## src/rtl/cpu_sequencer.sv

```systemverilog
// -----------------------------------------------------------------------------
// cpu_sequencer
//
// Multi-cycle control FSM for the single-issue ARM-subset core. It owns every
// architectural write strobe (instruction register, PC, register file and the
// data-memory request) and steps each instruction through
// FETCH -> DECODE -> EXEC -> (MEM) -> (WB), so the core commits state only when
// this block says so.
//
// Handshake: dmem_req is held high for every cycle spent in MEM; the request
// completes in the cycle where dmem_ack is sampled high at the clock edge.
// If no ack arrives within MEM_TIMEOUT MEM cycles the sequencer faults and
// parks in HALT.
//
// Parameters
//   MEM_TIMEOUT  MEM cycles allowed before a timeout fault (2..255)
//   CNT_W        width of the optional performance counters
//
// Ports
//   clk            core clock, all state on posedge
//   reset          asynchronous, active-high reset
//   branch_inst    decoder: current IR is a branch
//   data_inst      decoder: current IR is data-processing
//   load_inst      decoder: current IR is LDR
//   cond_execute   decoder: condition code passes
//   halt_req       request clean stop at next instruction boundary
//   dmem_ack       data memory completes the request this cycle
//   ir_we          load instruction register from code memory
//   pc_we          commit pc_next to pc_curr
//   pc_sel         0 = pc+4, 1 = branch target (meaningful when pc_we=1)
//   reg_we         register-file write enable
//   dmem_req       data-memory request, held until ack
//   state          FSM state encoding (debug port)
//   halted         sticky: sequencer is in HALT
//   fault          sticky: unknown instruction, memory timeout or bad state
//   retired_cnt    instructions retired (optional)
//   stall_cnt      MEM cycles without ack (optional)
//
// Optional feature macro: CPU_SEQ_PERF_EN
//   Defined   : retired_cnt / stall_cnt are live wrapping counters.
//   Undefined : both ports are tied to 0 and no counter flops exist.
// -----------------------------------------------------------------------------
module cpu_sequencer #(
    parameter int MEM_TIMEOUT = 16,
    parameter int CNT_W       = 32
) (
    input  logic             clk,
    input  logic             reset,
    input  logic             branch_inst,
    input  logic             data_inst,
    input  logic             load_inst,
    input  logic             cond_execute,
    input  logic             halt_req,
    input  logic             dmem_ack,
    output logic             ir_we,
    output logic             pc_we,
    output logic             pc_sel,
    output logic             reg_we,
    output logic             dmem_req,
    output logic [2:0]       state,
    output logic             halted,
    output logic             fault,
    output logic [CNT_W-1:0] retired_cnt,
    output logic [CNT_W-1:0] stall_cnt
);

    typedef enum logic [2:0] {
        S_FETCH  = 3'd0,
        S_DECODE = 3'd1,
        S_EXEC   = 3'd2,
        S_MEM    = 3'd3,
        S_WB     = 3'd4,
        S_HALT   = 3'd5
    } state_t;

    // Last value of the wait counter before a timeout is declared; the counter
    // starts at 0 on MEM entry, so this gives exactly MEM_TIMEOUT MEM cycles.
    localparam logic [7:0] TO_LAST = 8'(MEM_TIMEOUT - 1);

    state_t     r_state;
    logic [7:0] r_wait_cnt;
    logic       r_halted;
    logic       r_fault;

    state_t     w_next_state;
    logic [7:0] w_wait_next;
    logic       w_set_fault;
    logic       w_ir_we;
    logic       w_pc_we;
    logic       w_pc_sel;
    logic       w_reg_we;
    logic       w_dmem_req;

    // -------------------------------------------------------------------------
    // State register
    // -------------------------------------------------------------------------
    always_ff @(posedge clk or posedge reset) begin
        if (reset) begin
            r_state    <= S_FETCH;
            r_wait_cnt <= 8'd0;
            r_halted   <= 1'b0;
            r_fault    <= 1'b0;
        end else begin
            r_state    <= w_next_state;
            r_wait_cnt <= w_wait_next;
            if (w_next_state == S_HALT) begin
                r_halted <= 1'b1;
            end
            if (w_set_fault) begin
                r_fault <= 1'b1;
            end
        end
    end

    // -------------------------------------------------------------------------
    // Next-state and strobe decode
    // -------------------------------------------------------------------------
    always_comb begin
        w_next_state = r_state;
        w_wait_next  = r_wait_cnt;
        w_set_fault  = 1'b0;
        w_ir_we      = 1'b0;
        w_pc_we      = 1'b0;
        w_pc_sel     = 1'b0;
        w_reg_we     = 1'b0;
        w_dmem_req   = 1'b0;

        case (r_state)
            S_FETCH: begin
                // Instruction boundary: the only place a halt is honoured.
                if (halt_req) begin
                    w_next_state = S_HALT;
                end else begin
                    w_ir_we      = 1'b1;
                    w_next_state = S_DECODE;
                end
            end

            S_DECODE: begin
                if (!cond_execute) begin
                    // Condition failed: retire as a no-op, advance PC.
                    w_pc_we      = 1'b1;
                    w_next_state = S_FETCH;
                end else if (branch_inst || load_inst || data_inst) begin
                    w_next_state = S_EXEC;
                end else begin
                    w_set_fault  = 1'b1;
                    w_next_state = S_HALT;
                end
            end

            S_EXEC: begin
                // Priority branch > load > data.
                if (branch_inst) begin
                    w_pc_we      = 1'b1;
                    w_pc_sel     = 1'b1;
                    w_next_state = S_FETCH;
                end else if (load_inst) begin
                    w_wait_next  = 8'd0;
                    w_next_state = S_MEM;
                end else if (data_inst) begin
                    w_next_state = S_WB;
                end else begin
                    // Decoder flags vanished after DECODE: treat as unknown.
                    w_set_fault  = 1'b1;
                    w_next_state = S_HALT;
                end
            end

            S_MEM: begin
                w_dmem_req = 1'b1;
                // Ack is checked first so it wins over a coincident timeout.
                if (dmem_ack) begin
                    w_next_state = S_WB;
                end else if (r_wait_cnt == TO_LAST) begin
                    w_set_fault  = 1'b1;
                    w_next_state = S_HALT;
                end else begin
                    w_wait_next = r_wait_cnt + 8'd1;
                end
            end

            S_WB: begin
                w_reg_we     = 1'b1;
                w_pc_we      = 1'b1;
                w_next_state = S_FETCH;
            end

            S_HALT: begin
                w_next_state = S_HALT;
            end

            default: begin
                // Encodings 6 and 7 are unreachable in normal operation.
                w_set_fault  = 1'b1;
                w_next_state = S_HALT;
            end
        endcase
    end

    // Strobes are suppressed for the whole reset window; the state register
    // already reads FETCH there, which would otherwise raise ir_we.
    assign ir_we    = w_ir_we    & ~reset;
    assign pc_we    = w_pc_we    & ~reset;
    assign pc_sel   = w_pc_sel   & ~reset;
    assign reg_we   = w_reg_we   & ~reset;
    assign dmem_req = w_dmem_req & ~reset;

    assign state  = r_state;
    assign halted = r_halted;
    assign fault  = r_fault;

    // -------------------------------------------------------------------------
    // Performance counters
    // -------------------------------------------------------------------------
`ifdef CPU_SEQ_PERF_EN
    logic [CNT_W-1:0] r_retired_cnt;
    logic [CNT_W-1:0] r_stall_cnt;

    // Neither event can occur in HALT, so both counters freeze there.
    always_ff @(posedge clk or posedge reset) begin
        if (reset) begin
            r_retired_cnt <= '0;
            r_stall_cnt   <= '0;
        end else begin
            if (w_pc_we) begin
                r_retired_cnt <= r_retired_cnt + 1'b1;
            end
            if ((r_state == S_MEM) && !dmem_ack) begin
                r_stall_cnt <= r_stall_cnt + 1'b1;
            end
        end
    end

    assign retired_cnt = r_retired_cnt;
    assign stall_cnt   = r_stall_cnt;
`else
    assign retired_cnt = '0;
    assign stall_cnt   = '0;
`endif

endmodule

```

## config.mk

```make
export PLATFORM = sky130hd
export DESIGN_NAME = cpu_sequencer
export DESIGN_NICKNAME = d
export VERILOG_FILES = /design/src/rtl/cpu_sequencer.sv
export SDC_FILE = /design/constraint.sdc
export NUM_CORES = 1
export LEC_CHECK = 0
export ABC_AREA = 1
export CORE_AREA = 2 2 70 56
export DETAILED_ROUTE_END_ITERATION = 16
export DIE_AREA = 0 0 72 58
export PLACE_DENSITY = 0.81
export SLEW_MARGIN = 30
export SYNTH_ARGS = -nofsm -noshare
export SYNTH_HDL_FRONTEND = slang
export SYNTH_SLANG_ARGS = --single-unit
```

## constraint.sdc

```tcl
create_clock -name clk -period 3.1 [get_ports clk]
set_input_delay 0.93 -clock clk [delete_from_list [all_inputs] [get_ports clk]]
set_output_delay 0.93 -clock clk [all_outputs]
set_load 0.01 [all_outputs]
```

### After elaboration in Yosys (flattened, before gate mapping)

Index checks and enable logic that the tools add are counted.
W data, S select, Z words.

| storage, ports and cells | value |
|---|---|
| flip-flop bits (word level) | 13 |
| bits in latches | 0 |
| memory bits (writable) | 0 |
| memory bits (read-only) | 0 |
| input bits | 8 |
| output and inout bits | 74 |
| word-level logic and storage cells | 58 |
| memories kept | 0 |

| operators by class | value |
|---|---|
| $add $sub $neg | 1 |
| multipliers | 0 |
| divide/modulo/power cells | 0 |
| order comparisons | 0 |
| eq/ne operators | 11 |
| shift-type cells | 0 |
| muxes and demuxes | 30 |
| bitwise gates (word level) | 6 |
| reductions and logical operators | 6 |

Operator list:

| operator | count |
|---|---|
| $mux W8 | 4 |
| $mux W3 | 7 |
| $pmux W8 S2 | 1 |
| $mux W1 | 15 |
| $pmux W3 S5 | 1 |
| $eq A3 B3 Y1 const B | 3 |
| $add A8 B1 Y8 const B | 1 |
| $eq A8 B4 Y1 const B | 1 |
| $ne A2 B2 Y1 const B | 4 |
| $eq A3 B2 Y1 const B | 2 |
| $and A1 B1 Y1 | 5 |
| $reduce_and A5 Y1 | 1 |
| $pmux W1 S4 | 1 |
| $eq A3 B1 Y1 const B | 1 |
| $logic_not A3 Y1 | 1 |
| $pmux W1 S3 | 1 |
| $reduce_or A3 Y1 | 1 |
| $logic_or A1 B1 Y1 | 2 |
| $reduce_bool A2 Y1 | 1 |
| $not A1 Y1 | 1 |

### Longest topological paths before layout

| logic depth | value |
|---|---|
| word-level depth | 6 |
| mapped depth | 9 |
| depth with buffers taken out | 8 |

### Worst setup path after synthesis

OpenSTA, ideal clock, no wires.

| timing path | value |
|---|---|
| kind | input -> output |
| from | input reset |
| to | output pc_we |
| data arrival time | 1416 ps |
| data required time | 2170 ps |
| slack | 754 ps |
| cell stages on the path | 3 |
| buffers on the path | 0 |
| cell sequence | inv_1 nand2_1 inv_1 |

| between the ends | value |
|---|---|
| longest elaborated chain between the ends | 2 |

Ends and longest elaborated chain:

| item | line | text |
|---|---|---|
| start, declared | 48 | `input logic reset,` |
| $not A1 Y1 | 204 | `assign pc_we = w_pc_we & ~reset;` |
| $and A1 B1 Y1 | 204 |  |
| end, declared | 56 | `output logic pc_we,` |

Every way passes these cells.

### Worst setup path after layout

| timing path | value |
|---|---|
| from | input cond_execute |
| to | output pc_we |

| between the ends | value |
|---|---|
| longest elaborated chain between the ends | 3 |

Ends and longest elaborated chain:

| item | line | text |
|---|---|---|
| start, declared | 52 | `input logic cond_execute,` |
| $mux W1 | 140 | `if (!cond_execute) begin` |
| $pmux W1 S3 | 128 | `case (r_state)` |
| $and A1 B1 Y1 | 204 |  |

Every way passes these cells.

==> results by group <==
Run status
  • Status: completed

Layout
  • P&R area growth vs syn: 1.69%
  • Ant diodes: 0
  • Share of cells above drive strength 1: 7.28%
  • Post-route cell area: 0.00136 mm²
  • Nets: 216
  • Count of filler cells inserted in the layout: 367

Floorplan
  • Area of the die: 0.00418 mm²
  • Die outline height: 58 µm
  • Die width: 72 µm
  • Number of standard-cell rows in the floorplan: 19
  • Starting density of the core: a little under two fifths
  • I/O pin cnt: 82
  • Placeable Area: 0.00349 mm²

Clocking
  • Skew-Pair Late Insertion Delay: around 0.25 ns
  • Number of sinks driven by the clock tree: 13
  • TritonCTS Buffers: 3
  • Hold bufs inserted after CTS: 0
  • Maximum number of buffers from clock root to sink: 2
  • Gates resized, CTS repair: 2
  • TritonCTS clock tree: yes
  • Clock slew seen by the registers of the worst setup and hold paths: 0.05 ns
  • Cell at the root of the clock tree: sky130_fd_sc_hd__clkbuf_8
  • Buffer count from post-CTS setup fixing: 0
  • H-tree depth: 1

Logic synthesis
  • Synth Instances: between 150 and 200
  • Post-Synthesis Cell Area: between 0.001 and 0.0015 mm²
  • Number of distinct library cell variants in the gate-level netlist after synthesis: 24
  • Mean post-synth cell area: 7.18 µm²
  • Count of flip-flops with a built-in enable after synthesis: 0
  • Number of warnings reported in the yosys synthesis log: 0
  • Sequential fraction of the synthesis area: 24.4%
  • Yosys reg bits: 13
  • Synth async-reset ratio: 100%
  • Most common flop cell mapped by yosys: sky130_fd_sc_hd__dfrtp_1

Route
  • Vias per std cell: between 3 and 4
  • Routed via count: 968
  • Per-cell routed wire length: roughly 9.0 µm
  • Post-detailed-route count of antenna-violating nets: 0
  • Detailed Route WL: ~2.2 mm
  • Detailed router's first-iteration violation count: 85
  • Number of DRC violations after detailed routing: 0
  • DRT Pass-1 Iters: 4

Global route
  • Pin count of the biggest net entering global routing: 14
  • Antenna violations before repair: 0
  • Combined global-route utilization of all metal layers: 10.5%
  • Vias in the first global route: 738
  • Total grt overflow: 0
  • Wire length of the first global-routing pass: 3.30 mm

Critical path
  • Endpoint class of the critical path: output pin
  • Crit path cell chain: clkdlybuf4s50_1 -> inv_1 -> nand2_1 -> nand3_1 -> nand2_1 -> inv_1 -> dlygate4sd2_1
  • Delay of the slowest cell on the worst path: 0.49 ns
  • Cell family with the largest share of critical-path delay: buffers and inverters
  • Category of the critical setup timing path: input port to output pin
  • Critical-path maximum fanout: 2
  • Slowest stage cell, crit path: sky130_fd_sc_hd__clkdlybuf4s50_1
  • CP Data Required Time: 2.17 ns
  • Buffers plus inverters on the worst setup path: 4
  • Arrival time of data at the critical path endpoint: between 1.5 and 2 ns
  • Beginning of the worst register-to-register path: r_wait_cnt[0]
  • Timing startpoint of the critical path: cond_execute
  • Crit start category: input port

STA
  • Minimum period implied by the final worst setup slack: between 2 and 3 ns
  • Unrepaired setup endpoints after global routing: no
  • Max frequency: 344 MHz
  • Final Skew: 0.00271 ns
  • Final hold viol count: 0
  • Final period util: 93.6%
  • Total negative setup slack: 0 ns
  • Final count of pins violating max slew: 0
  • Worst hold slack across all endpoints: 0.480 ns
  • Number of setup violations in the final report: 0

Power and ir drop
  • Power per cell area: ~510 mW/mm²
  • Lkg Pwr: 0.786 nW
  • Worst vdd ir: approximately 0.16 mV

Place
  • Area of placed instances: 0.00131 mm²
  • Detailed placer's ending HPWL: between 1.5 and 2 mm
  • Count of input and output buffers: 17
  • Routability congestion estimate: between 0.8 and 0.9

Job
  • Maximum Capacitance Violations: 0

Hold path
  • Hold Path Origin: halted
  • Type of the worst min-delay path: flop to flop
[registers in the layout, summed over array words and instances, names as in the netlist]
register and flops:
halted 1, r_wait_cnt 8, fault 1, state 3
[cells in the mapped netlist, types with 2 or more instances]
cell type | number | share of area (%)
sky130_fd_sc_hd__buf_4 | 64 | 36
sky130_fd_sc_hd__nand2_1 | 40 | 11
sky130_fd_sc_hd__nor2_1 | 16 | 4.5
sky130_fd_sc_hd__nand3_1 | 15 | 5.6
sky130_fd_sc_hd__dfrtp_1 | 13 | 24
sky130_fd_sc_hd__inv_1 | 12 | 3.4
sky130_fd_sc_hd__inv_2 | 3 | 0.84
sky130_fd_sc_hd__o21ai_2 | 3 | 2.0
sky130_fd_sc_hd__xor2_1 | 3 | 2.0
sky130_fd_sc_hd__nor3_1 | 2 | 0.75
sky130_fd_sc_hd__o21ai_0 | 2 | 0.75
[metrics by stage]
| step | power, W | util [%] | instances | worst slack (ns) |
|---|---|---|---|---|
| after detailed placement | 0.000543 | 37.5 | 244 | -0.0289 |
| after CTS | 0.000696 | 38.7 | 248 | 0.0514 |
| after global routing | 0.000746 | 38.8 | 248 | 0.117 |
| after global placement | 0.000532 | 37.5 | 244 | -0.0135 |
| after floorplan | 0.000486 | - | 249 | 0.754 |
| final | 0.000688 | 38.8 | 248 | 0.197 |
[cell families (layout without fill, tap and decap cells)]
family,Yosys count,after routing,synth area share [%]
xor gates and xnor gates,3,3,1.97
buffers and inverters,80,37,41.0
adders and majority gates,1,1,0.937
and+or+nand+nor,79,79,26.5
DFF,13,13,24.4
AOI/OAI and AO/OA,9,9,4.87
other,1,64,0.281
[routing by layer]
layer | wire (µm) | track usage [%]
met1 | 995 | 14.1
met2 | 1070 | 15.3
met3 | 140 | 3.83
met4 | 23 | 4.31
met5 | 0 | 0
[where the power goes]
part	leakage (nW)	internal, W	total [W]	switching, W
Sequential	0.167	0.000194	0.000243	0.0000491
Combinational	0.596	0.000107	0.000293	0.000186
Clock	0.0228	0.0000909	0.000152	0.0000613
Total	0.786	0.000392	0.000688	0.000297
[worst reg2reg max path, delay by kind of cell, from the launching register on]
family                     cells  cell delay [ns]
DFF                            1             0.39
and+or+nand+nor                4             0.64
AOI/OAI and AO/OA              1             0.13
adders and majority gates      1             0.21
[path summary, 6_finish.rpt]
kind	end	slack, ns	cells after the start
setup / recovery	pc_we	0.20	7
max in group asynchronous	r_wait_cnt[1]	2.13	3
hold / removal	halted	0.48	2
hold reg to reg	halted	0.48	2
min in group asynchronous	r_wait_cnt[4]	0.81	3
setup reg to reg	r_wait_cnt[7]	1.59	6
[cell usage in the layout, fill, tap and decap left out, drive strengths merged, types with 3 or more instances in the layout]
master	n
conb	64
xor2	3
inv	15
dfrtp	13
nand3	17
nand2	41
o21ai	5
nor2	18
clkdlybuf4s50	13
clkbuf	4
[cell type report]
class                      count  area, µm²  share of cell area [%]
tap                           42       52.6                    3.87
sequential                    13        325                    24.0
clock buffer                   4       45.0                    3.32
timing repair buffer          18        180                    13.3
inverter                      15       56.3                    4.15
multi-input combinational    156        698                    51.4
No activity file was read; power rests on OpenSTA's default activity.
==> RTL edit: new RTL, config.mk and constraints unchanged <==
Change the parameter `CNT_W` from 32 to 64.
--- a/src/rtl/cpu_sequencer.sv
+++ b/src/rtl/cpu_sequencer.sv
@@ -44,3 +44,3 @@
     parameter int MEM_TIMEOUT = 16,
-    parameter int CNT_W       = 32
+    parameter int CNT_W       = 64
 ) (
Interface: changed (resized retired_cnt and stall_cnt); port bits go from 82 to 146. The function was not compared with the original's and may differ.
==> RTL edit against the original RTL <==
First-iteration DRC count shrank 53%; maximum frequency shrank 3.9%; combinational power grew 12%; synthesized area grew 36%; power grew 4.7%; routed wire length grew 8.6%; critical path depth shrank 3; worst setup slack lost 120 ps; design area grew 17%; sequential cell count is the same; critical endpoint is now pc_sel; largest power group unchanged.
==> RTL edit: results (changes against the original RTL) <==
Run status
  – Status: finished clean

Detailed routing
  – Initial DRC count: 40 (-53%)
  – Pre-antenna DRT Iters: 5 (+1)
  – DR WL/cell: 7.77 um (-14%)
  – Met1 Routed Length: 935 um (-6.0%)
  – Met2 wire len: 1190 um (+11%)
  – Metal3 WL: 278 um (+99%)
  – Vias per cell: 3.73 (-4.4%)

Critical path
  – CP endpoint: pc_sel
  – Worst R2R Path Depth: 6 (unchanged)
  – Setup crit start: branch_inst
  – R2R Path End: r_wait_cnt[7]
  – CP peak stage delay: 540 ps (+50 ps)

Placement
  – Placed Area: 1550 um2 (+18%)
  – Gpl congestion: 0.886 (+9.3%)

Global routing
  – GR Util All Layers: 0.107 (+0.00177)
  – First-pass GRT wire length: 3480 um (+5.6%)
  – Met2 usage: 0.171 (+0.0172)
  – Vias in the first global route: 770 (+4.3%)
  – GRT met1 Usage: 0.136 (-0.00462)

Cells and area
  – Fillcell total: 366 (-0.27%)
  – Area of the multi-input gates: 938 um2 (+34%)
  – Buffer share of cell area: 0.109 (-0.0235)
  – Clock buffers: 3 (-1)

Logic synthesis
  – Compound-Gate Fraction of Synth Area: 0.0358 (-0.0129)
  – Top cells by area, synth: buf_4 (53%), dfrtp_1 (18%), nand2_1 (8.3%)
  – Xor and xnor area share after synthesis: 0.0145 (-0.00521)
  – Area share of fa/ha/maj cells after synthesis: 0.00689 (-0.00248)
  – Synth top cells by count: buf_4 (128), nand2_1 (40), nor2_1 (16)

Pwr
  – Peak VDD IR: 0.000366 V (+140%)
  – Pleak: 0.969 nW (+23%)
==> RTL edit: cell types whose count changed in the layout (fill, tap and decap cells not counted) <==
| cell | delta |
|---|---|
| clkbuf_1 | -1 |
| clkdlybuf4s50_1 | +1 |
| clkinv_2 | +1 |
| conb_1 | +64 |
| dlygate4sd2_1 | +1 |
| dlymetal6s2s_1 | -2 |
==> RTL edit: metrics by stage <==
step                hold slack [ps]  cells  utilization  worst slack [ps]
floorplan                       475    377            -               754
global placement                457    308        0.444              8.24
detailed placement              461    308        0.444             -11.2
CTS                             485    312        0.456              75.5
global route                    510    312        0.456              15.0
finish                          477    312        0.456              80.2
==> RTL edit: power by group <==
| group | switching (mW) | internal (mW) | leakage (nW) |
|---|---|---|---|
| Sequential | 0.0466 | 0.194 | 0.167 |
| Clock | 0.0624 | 0.0889 | 0.0255 |
| Combinational | 0.222 | 0.106 | 0.777 |
| Total | 0.331 | 0.389 | 0.969 |
